### src/rtl/excp_pipe_pkg.sv
// Shared types and constants for the exception tracker: error-bit map,
// per-stage record and data-size encodings.
package excp_pipe_pkg;

    localparam int ERR_W  = 12;
    localparam int ADDR_W = 32;
    localparam int WA_W   = 5;

    localparam int ERR_RI     = 0;
    localparam int ERR_SYS    = 1;
    localparam int ERR_BP     = 2;
    localparam int ERR_ERET   = 3;
    localparam int ERR_ADES   = 4;
    localparam int ERR_ADEL_D = 5;
    localparam int ERR_ADEL_F = 6;
    localparam int ERR_OV     = 7;
    localparam int ERR_BD     = 9;
    localparam int ERR_MTC0   = 11;

    // Bits that mean "this instruction faults" (delay-slot and mtc0 markers excluded)
    localparam logic [ERR_W-1:0] ERR_FAULT_MASK = 12'h0FF;

    localparam logic [1:0] SIZE_BYTE = 2'd0;
    localparam logic [1:0] SIZE_HALF = 2'd1;
    localparam logic [1:0] SIZE_WORD = 2'd2;

    typedef struct packed {
        logic              valid;
        logic [ADDR_W-1:0] pc;
        logic [ERR_W-1:0]  err;
        logic [ADDR_W-1:0] badv;
        logic [WA_W-1:0]   wa;
    } exc_stage_t;

    function automatic logic misaligned(input logic [1:0] size, input logic [1:0] addr_lo);
        logic mis;
        mis = 1'b0;
        case (size)
            SIZE_HALF: mis = addr_lo[0];
            SIZE_WORD: mis = |addr_lo;
            default:   mis = 1'b0;
        endcase
        return mis;
    endfunction

    // A bubble keeps the pc it had so pcM shows the last real instruction
    function automatic exc_stage_t make_bubble(input logic [ADDR_W-1:0] pc);
        exc_stage_t b;
        b       = '0;
        b.pc    = pc;
        return b;
    endfunction

endpackage

### src/rtl/excp_pipe_if.sv
// Pipeline-side signal bundle for the exception tracker.
interface excp_pipe_if;
    import excp_pipe_pkg::*;

    logic [ADDR_W-1:0] pcF;
    logic              validF;
    logic              stallF;
    logic              stallD;
    logic              stallE;
    logic              stallM;
    logic              cp0_flush;
    logic              riD;
    logic              sysD;
    logic              bpD;
    logic              eretD;
    logic              mtc0D;
    logic              branchD;
    logic [WA_W-1:0]   mtc0_waD;
    logic              ovE;
    logic              loadE;
    logic              storeE;
    logic [1:0]        sizeE;
    logic [ADDR_W-1:0] addrE;
    logic [ERR_W-1:0]  error;
    logic [ADDR_W-1:0] BadVaddr;
    logic [ADDR_W-1:0] pcM;
    logic [WA_W-1:0]   wa;
    logic              mem_killE;

    modport slave (
        input  pcF, validF, stallF, stallD, stallE, stallM, cp0_flush,
               riD, sysD, bpD, eretD, mtc0D, branchD, mtc0_waD,
               ovE, loadE, storeE, sizeE, addrE,
        output error, BadVaddr, pcM, wa, mem_killE
    );

    modport master (
        output pcF, validF, stallF, stallD, stallE, stallM, cp0_flush,
               riD, sysD, bpD, eretD, mtc0D, branchD, mtc0_waD,
               ovE, loadE, storeE, sizeE, addrE,
        input  error, BadVaddr, pcM, wa, mem_killE
    );

endinterface

### src/rtl/excp_pipe_stage_reg.sv
// One pipeline stage of exception state with hold, bubble insertion and flush.
module excp_stage_reg
    import excp_pipe_pkg::*;
(
    input  logic       clk,
    input  logic       reset,
    input  logic       stall,
    input  logic       bubble_in,
    input  logic       flush,
    input  exc_stage_t st_in,
    output exc_stage_t st_out
);

    exc_stage_t st_q;
    exc_stage_t st_d;

    always_comb begin
        st_d = st_q;
        if (flush) begin
            st_d = make_bubble(st_q.pc);
        end else if (!stall) begin
            if (bubble_in || !st_in.valid) begin
                st_d = make_bubble(st_q.pc);
            end else begin
                st_d = st_in;
            end
        end
    end

    always_ff @(posedge clk) begin
        if (reset) begin
            st_q <= '0;
        end else begin
            st_q <= st_d;
        end
    end

    assign st_out = st_q;

endmodule

### src/rtl/excp_pipe.sv
// Exception tracker alongside F/D/E/M: collects fetch, decode and execute
// faults per instruction and presents the M-stage view to cp0.
module excp_pipe
    import excp_pipe_pkg::*;
(
    input  logic        clk,
    input  logic        reset,
    excp_pipe_if.slave  bus
);

    exc_stage_t d_stage, e_stage, m_stage;
    exc_stage_t d_in, e_in, m_in;

    logic bshadow_q, bshadow_d;
    logic d_adv;
    logic dec_mask, exe_mask;
    logic ld_mis, st_mis, exe_hit;

    // A bubble leaving D must not disturb the shadow of a branch ahead of it
    always_comb begin
        d_adv     = d_stage.valid & ~bus.stallD & ~bus.stallE;
        bshadow_d = bshadow_q;
        if (bus.cp0_flush) begin
            bshadow_d = 1'b0;
        end else if (d_adv) begin
            bshadow_d = bus.branchD;
        end
    end

    always_ff @(posedge clk) begin
        if (reset) begin
            bshadow_q <= 1'b0;
        end else begin
            bshadow_q <= bshadow_d;
        end
    end

    always_comb begin
        d_in       = '0;
        d_in.valid = bus.validF;
        d_in.pc    = bus.pcF;
        if (bus.validF) begin
            d_in.err[ERR_BD] = bshadow_d;
            if (bus.pcF[1:0] != 2'b00) begin
                d_in.err[ERR_ADEL_F] = 1'b1;
                d_in.badv            = bus.pcF;
            end
        end
    end

    always_comb begin
        e_in     = d_stage;
        dec_mask = d_stage.err[ERR_ADEL_F];
        if (d_stage.valid && !dec_mask) begin
            e_in.err[ERR_RI]   = bus.riD;
            e_in.err[ERR_SYS]  = bus.sysD;
            e_in.err[ERR_BP]   = bus.bpD;
            e_in.err[ERR_ERET] = bus.eretD;
            if (bus.mtc0D) begin
                e_in.err[ERR_MTC0] = 1'b1;
                e_in.wa            = bus.mtc0_waD;
            end
        end
    end

    // Load takes precedence over store when both are flagged
    always_comb begin
        m_in     = e_stage;
        exe_mask = e_stage.err[ERR_ADEL_F] | (|e_stage.err[ERR_ERET:ERR_RI]);
        ld_mis   = bus.loadE & misaligned(bus.sizeE, bus.addrE[1:0]);
        st_mis   = ~bus.loadE & bus.storeE & misaligned(bus.sizeE, bus.addrE[1:0]);
        exe_hit  = e_stage.valid & ~exe_mask & (bus.ovE | ld_mis | st_mis);
        if (e_stage.valid && !exe_mask) begin
            m_in.err[ERR_OV] = bus.ovE;
            if (ld_mis) begin
                m_in.err[ERR_ADEL_D] = 1'b1;
                m_in.badv            = bus.addrE;
            end else if (st_mis) begin
                m_in.err[ERR_ADES] = 1'b1;
                m_in.badv          = bus.addrE;
            end
        end
    end

    excp_stage_reg u_stage_d (
        .clk       (clk),
        .reset     (reset),
        .stall     (bus.stallD),
        .bubble_in (bus.stallF),
        .flush     (bus.cp0_flush),
        .st_in     (d_in),
        .st_out    (d_stage)
    );

    excp_stage_reg u_stage_e (
        .clk       (clk),
        .reset     (reset),
        .stall     (bus.stallE),
        .bubble_in (bus.stallD),
        .flush     (bus.cp0_flush),
        .st_in     (e_in),
        .st_out    (e_stage)
    );

    excp_stage_reg u_stage_m (
        .clk       (clk),
        .reset     (reset),
        .stall     (bus.stallM),
        .bubble_in (bus.stallE),
        .flush     (bus.cp0_flush),
        .st_in     (m_in),
        .st_out    (m_stage)
    );

    assign bus.error     = m_stage.err;
    assign bus.BadVaddr  = m_stage.badv;
    assign bus.pcM       = m_stage.pc;
    assign bus.wa        = m_stage.wa;
    assign bus.mem_killE = (e_stage.valid & (|(e_stage.err & ERR_FAULT_MASK))) | exe_hit;

endmodule
### src/flat_wrapper.sv
// flat-port wrapper written by rule: the top's interface ports become plain ports
module excp_pipe_flat import excp_pipe_pkg::*;
  (clk, reset, bus_pcF, bus_validF, bus_stallF, bus_stallD, bus_stallE, bus_stallM, bus_cp0_flush, bus_riD, bus_sysD, bus_bpD, bus_eretD, bus_mtc0D, bus_branchD, bus_mtc0_waD, bus_ovE, bus_loadE, bus_storeE, bus_sizeE, bus_addrE, bus_error, bus_BadVaddr, bus_pcM, bus_wa, bus_mem_killE);
  excp_pipe_if bus_i ();
  input  logic clk;
  input  logic reset;
  input wire logic [$bits(bus_i.pcF)-1:0] bus_pcF;
  input wire logic [$bits(bus_i.validF)-1:0] bus_validF;
  input wire logic [$bits(bus_i.stallF)-1:0] bus_stallF;
  input wire logic [$bits(bus_i.stallD)-1:0] bus_stallD;
  input wire logic [$bits(bus_i.stallE)-1:0] bus_stallE;
  input wire logic [$bits(bus_i.stallM)-1:0] bus_stallM;
  input wire logic [$bits(bus_i.cp0_flush)-1:0] bus_cp0_flush;
  input wire logic [$bits(bus_i.riD)-1:0] bus_riD;
  input wire logic [$bits(bus_i.sysD)-1:0] bus_sysD;
  input wire logic [$bits(bus_i.bpD)-1:0] bus_bpD;
  input wire logic [$bits(bus_i.eretD)-1:0] bus_eretD;
  input wire logic [$bits(bus_i.mtc0D)-1:0] bus_mtc0D;
  input wire logic [$bits(bus_i.branchD)-1:0] bus_branchD;
  input wire logic [$bits(bus_i.mtc0_waD)-1:0] bus_mtc0_waD;
  input wire logic [$bits(bus_i.ovE)-1:0] bus_ovE;
  input wire logic [$bits(bus_i.loadE)-1:0] bus_loadE;
  input wire logic [$bits(bus_i.storeE)-1:0] bus_storeE;
  input wire logic [$bits(bus_i.sizeE)-1:0] bus_sizeE;
  input wire logic [$bits(bus_i.addrE)-1:0] bus_addrE;
  output wire logic [$bits(bus_i.error)-1:0] bus_error;
  output wire logic [$bits(bus_i.BadVaddr)-1:0] bus_BadVaddr;
  output wire logic [$bits(bus_i.pcM)-1:0] bus_pcM;
  output wire logic [$bits(bus_i.wa)-1:0] bus_wa;
  output wire logic [$bits(bus_i.mem_killE)-1:0] bus_mem_killE;
  assign bus_i.pcF = bus_pcF;
  assign bus_i.validF = bus_validF;
  assign bus_i.stallF = bus_stallF;
  assign bus_i.stallD = bus_stallD;
  assign bus_i.stallE = bus_stallE;
  assign bus_i.stallM = bus_stallM;
  assign bus_i.cp0_flush = bus_cp0_flush;
  assign bus_i.riD = bus_riD;
  assign bus_i.sysD = bus_sysD;
  assign bus_i.bpD = bus_bpD;
  assign bus_i.eretD = bus_eretD;
  assign bus_i.mtc0D = bus_mtc0D;
  assign bus_i.branchD = bus_branchD;
  assign bus_i.mtc0_waD = bus_mtc0_waD;
  assign bus_i.ovE = bus_ovE;
  assign bus_i.loadE = bus_loadE;
  assign bus_i.storeE = bus_storeE;
  assign bus_i.sizeE = bus_sizeE;
  assign bus_i.addrE = bus_addrE;
  assign bus_error = bus_i.error;
  assign bus_BadVaddr = bus_i.BadVaddr;
  assign bus_pcM = bus_i.pcM;
  assign bus_wa = bus_i.wa;
  assign bus_mem_killE = bus_i.mem_killE;
  excp_pipe u_core (.clk(clk), .reset(reset), .bus(bus_i));
endmodule
### config.mk
export PLATFORM = sky130hd
export DESIGN_NAME = excp_pipe_flat
export DESIGN_NICKNAME = d
export VERILOG_FILES = /design/src/rtl/excp_pipe_pkg.sv /design/src/rtl/excp_pipe_if.sv /design/src/rtl/excp_pipe_stage_reg.sv /design/src/rtl/excp_pipe.sv /design/src/flat_wrapper.sv
export SDC_FILE = /design/constraint.sdc
export NUM_CORES = 1
export LEC_CHECK = 0
export CORE_ASPECT_RATIO = 1.25
export CORE_UTILIZATION = 36
export DETAILED_ROUTE_END_ITERATION = 7
export GPL_ROUTABILITY_DRIVEN = 0
export PLACE_DENSITY_LB_ADDON = 0.25
export SLEW_MARGIN = 40
export SYNTH_ARGS = -nofsm -noshare
export SYNTH_HDL_FRONTEND = slang
export SYNTH_SLANG_ARGS = --single-unit
### constraint.sdc
create_clock -name clk -period 2.1 [get_ports clk]
set_clock_uncertainty 0.05 [all_clocks]
set_input_delay 0.525 -clock clk [delete_from_list [all_inputs] [get_ports clk]]
set_output_delay 0.525 -clock clk [all_outputs]
set_load 0.03 [all_outputs]
==> flow_metrics.env <==
export IMPL_layout_cells_non_filler=1341
export IMPL_drt_iter0_drc=399
export IMPL_grt_max_degree=98
export IMPL_power_density_mw_per_mm2=808.3
export IMPL_total_power_w=0.008724
export IMPL_leakage_nw=4.380
export IMPL_syn_cell_area_mm2=0.007918
export IMPL_path_max_fanout=2
export IMPL_cts_buffers=23
export IMPL_synth_flop_cell="dfxtp_1"
export IMPL_initial_utilization=0.3675
export IMPL_ys_async_sr_fraction=0
export IMPL_io_buffers=167
export IMPL_drive_gt1_frac=0.09699
export IMPL_max_stage_delay_ns=0.54
export IMPL_io_pins=170
export IMPL_synthTopCellsByCount="dfxtp_1 (224), nand2_1 (195), a21oi_1 (103)"
export IMPL_ir_worst_vdd_mv=0.5460
export IMPL_r2r_start="u_core.u_stage_e.st_out[40]$_SDFFE_PP0N_"
export IMPL_drtAntennaViolNets=0
export IMPL_status="finished with violations"
export IMPL_yosysSeqAreaShare=0.5664
export IMPL_max_freq_mhz=408.9
export IMPL_die_area_mm2=0.02259
export IMPL_drv_cap=0
export IMPL_cts_root_buf="clkbuf_16"
export IMPL_period_needed_ns=2.445
export IMPL_yosys_register_bits=224
export IMPL_die_width_um=134.6
export IMPL_num_rows=60
export IMPL_min_path_type="input port to flop"
export IMPL_die_y_um=167.8
export IMPL_drc=0
export IMPL_core_mm2=0.02155
export IMPL_synth_most_common_cell="dfxtp_1"
export IMPL_grt_pass1_vias=6323
export IMPL_area_delta_synth_final_pct=36.32
export IMPL_cp_data_required_time_ns=1.52
export IMPL_hp_start="bus_stallD"
export IMPL_wl_um=20850
export IMPL_critPathCaptureType="output port"
export IMPL_cts_hold_buf=0
export IMPL_antenna_found_initial=0
export IMPL_dp_cells=1299
export IMPL_yosys_warnings=0
export IMPL_ys_top_cells_by_area="dfxtp_1 (57%), nand2_1 (9.2%), a22oi_1 (8.1%), a21oi_1 (6.5%), nor2_1 (4.6%)"
export IMPL_cp_arrival_ns=1.87
export IMPL_num_vias=6689
export IMPL_yosys_area_top_type="dfxtp_1"
export IMPL_synth_cell_types=36
export IMPL_rrSetupSlack_ns=0.11
export IMPL_clk_latency_ns=0.51
export IMPL_clk_pin_slew_ns=0.06
export IMPL_cts_tree="done"
export IMPL_htree_levels=1
export IMPL_fin_area_mm2=0.01079
export IMPL_hold_viol=0
export IMPL_synth_edff_count=0
export IMPL_rsz0062_at_grt="true"
export IMPL_antennaDiodeCount=0
export IMPL_final_nets=1135
export IMPL_crit_chain="or4_4 -> o41a_4 -> buf_6"
export IMPL_worst_setup_path_start_kind="flop"
export IMPL_synth_top_area_share=0.5664
export IMPL_violations="setup timing"
export IMPL_syn_area_per_cell_um2=8.946
export IMPL_vias_per_cell=4.988
export IMPL_dp_hpwl_um=14080
export IMPL_postLayoutCoreUtil=0.5009
export IMPL_wl_per_cell_um=15.55
export IMPL_post_dp_cell_area_mm2=0.01010
export IMPL_fin_ws_ns=-0.3453
export IMPL_grt_pass1_wl_um=33650
export IMPL_pre_cts_ws_ns=-1.034
export IMPL_clock_sinks=224
export IMPL_crit_type="flop to output port"
export IMPL_slowest_stage="or4_4"
export IMPL_postCtsSetupRepairBufs=0
export IMPL_slew_viol_final=0
export IMPL_ctsLongestPathBuffers=3
export IMPL_overflow=0
export IMPL_fillers=2046
export IMPL_finalSetupViolCount=1
export IMPL_finalCritPeriodShare=1.164
export IMPL_synthCells=885
export IMPL_dr_pass1_iters=5
export IMPL_globalRouteTotalUtil=0.1826
export IMPL_crit_start="u_core.u_stage_e.st_out[40]$_SDFFE_PP0N_"
[worst paths after layout]
check,to,depth (start not counted)
min reg2reg,u_core.u_stage_e.st_out[62]$_SDFFE_PP0P_,2
max,bus_mem_killE,3
max reg2reg,u_core.u_stage_m.st_out[34]$_SDFFE_PP0N_,6
min,u_core.u_stage_d.st_out[43]$_SDFFE_PP0N_,3
[report_power, final]
group | switching [W] | internal [W]
clock | 0.00165 | 0.00237
combinational | 0.000220 | 0.000208
sequential | 0.0000117 | 0.00427
[registers in the layout (all words and copies together), names as in the netlist]
signal	count
u_core.bshadow_q	1
u_core.u_stage_m.st_out	79
u_core.u_stage_d.st_out	67
u_core.u_stage_e.st_out	77
[worst max-delay path, delay by kind of cell, from the launching register on]
family	cells	cell delay, ns
buf+inv	1	0.14
simple gates	1	0.54
flops	1	0.31
compound gates	1	0.36
[area by class of cell]
| class | instances | area (um2) | share of cell area |
|---|---|---|---|
| Tap cell | 279 | 349.1 | 0.03234 |
| Timing Repair Buffer | 213 | 2096 | 0.1942 |
| Sequential cell | 224 | 4484 | 0.4155 |
| Clock buffer | 37 | 688.2 | 0.06376 |
| Inverter | 3 | 11.26 | 0.001043 |
| Multi-Input combinational cell | 580 | 3107 | 0.2878 |
| Clock inverter | 5 | 57.56 | 0.005333 |
[stage by stage]
stage / hold slack [ns] / TNS [ns]
detailed placement: 0.3964 / -18.79
floorplan: 0.3821 / 0
global placement: 0.3931 / -17.74
finish: 0.3651 / -0.3453
CTS: 0.3334 / -0.3675
global route: 0.3581 / -0.3791
[per-layer routing]
layer	up-vias	GRT usage	part of all wire
met1	3127	0.2688	0.50
li1	3366	-	-
met4	0	0.05081	0.018
met5	-	0	0
met3	31	0.02409	0.042
met2	165	0.2779	0.44
[placed cells by master, fill, tap and decap left out, types with 2 or more instances in the layout]
| cell type | instances |
|---|---|
| and2_1 | 2 |
| nand2_1 | 194 |
| ha_1 | 2 |
| clkinv_2 | 2 |
| buf_4 | 34 |
| buf_12 | 12 |
| a221o_2 | 2 |
| a22oi_1 | 85 |
| a21oi_1 | 103 |
| nor3b_2 | 2 |
| and3_1 | 32 |
| nand2b_1 | 3 |
| clkbuf_8 | 6 |
| nor2b_2 | 2 |
| conb_1 | 2 |
| nor2_1 | 97 |
| buf_2 | 3 |
| nor3b_1 | 2 |
| clkbuf_16 | 23 |
| clkbuf_1 | 8 |
| dfxtp_1 | 224 |
| a221o_1 | 30 |
| nor3_2 | 2 |
| o21ai_0 | 2 |
| dlymetal6s2s_1 | 12 |
| clkdlybuf4s50_1 | 81 |
| dlygate4sd2_1 | 70 |
| inv_1 | 3 |
| nand3_1 | 3 |
[cells by family (layout without fill, tap and decap cells)]
family          Yosys count  count (layout)  synth area share
compound gates          228             228            0.1974
other cells               1               2         0.0004736
fa+ha+maj                 2               2          0.003160
simple gates            347             347            0.1846
mux                       1               1          0.001264
flops                   224             224            0.5664
buf+inv                  82             258           0.04677
[what timing repair did]
item / in CTS / in global routing
resized for setup: 80 / 12
pin swaps: 2 / 1
setup endpoints to repair: 97 / 12
(Power assumes the default switching activity.)
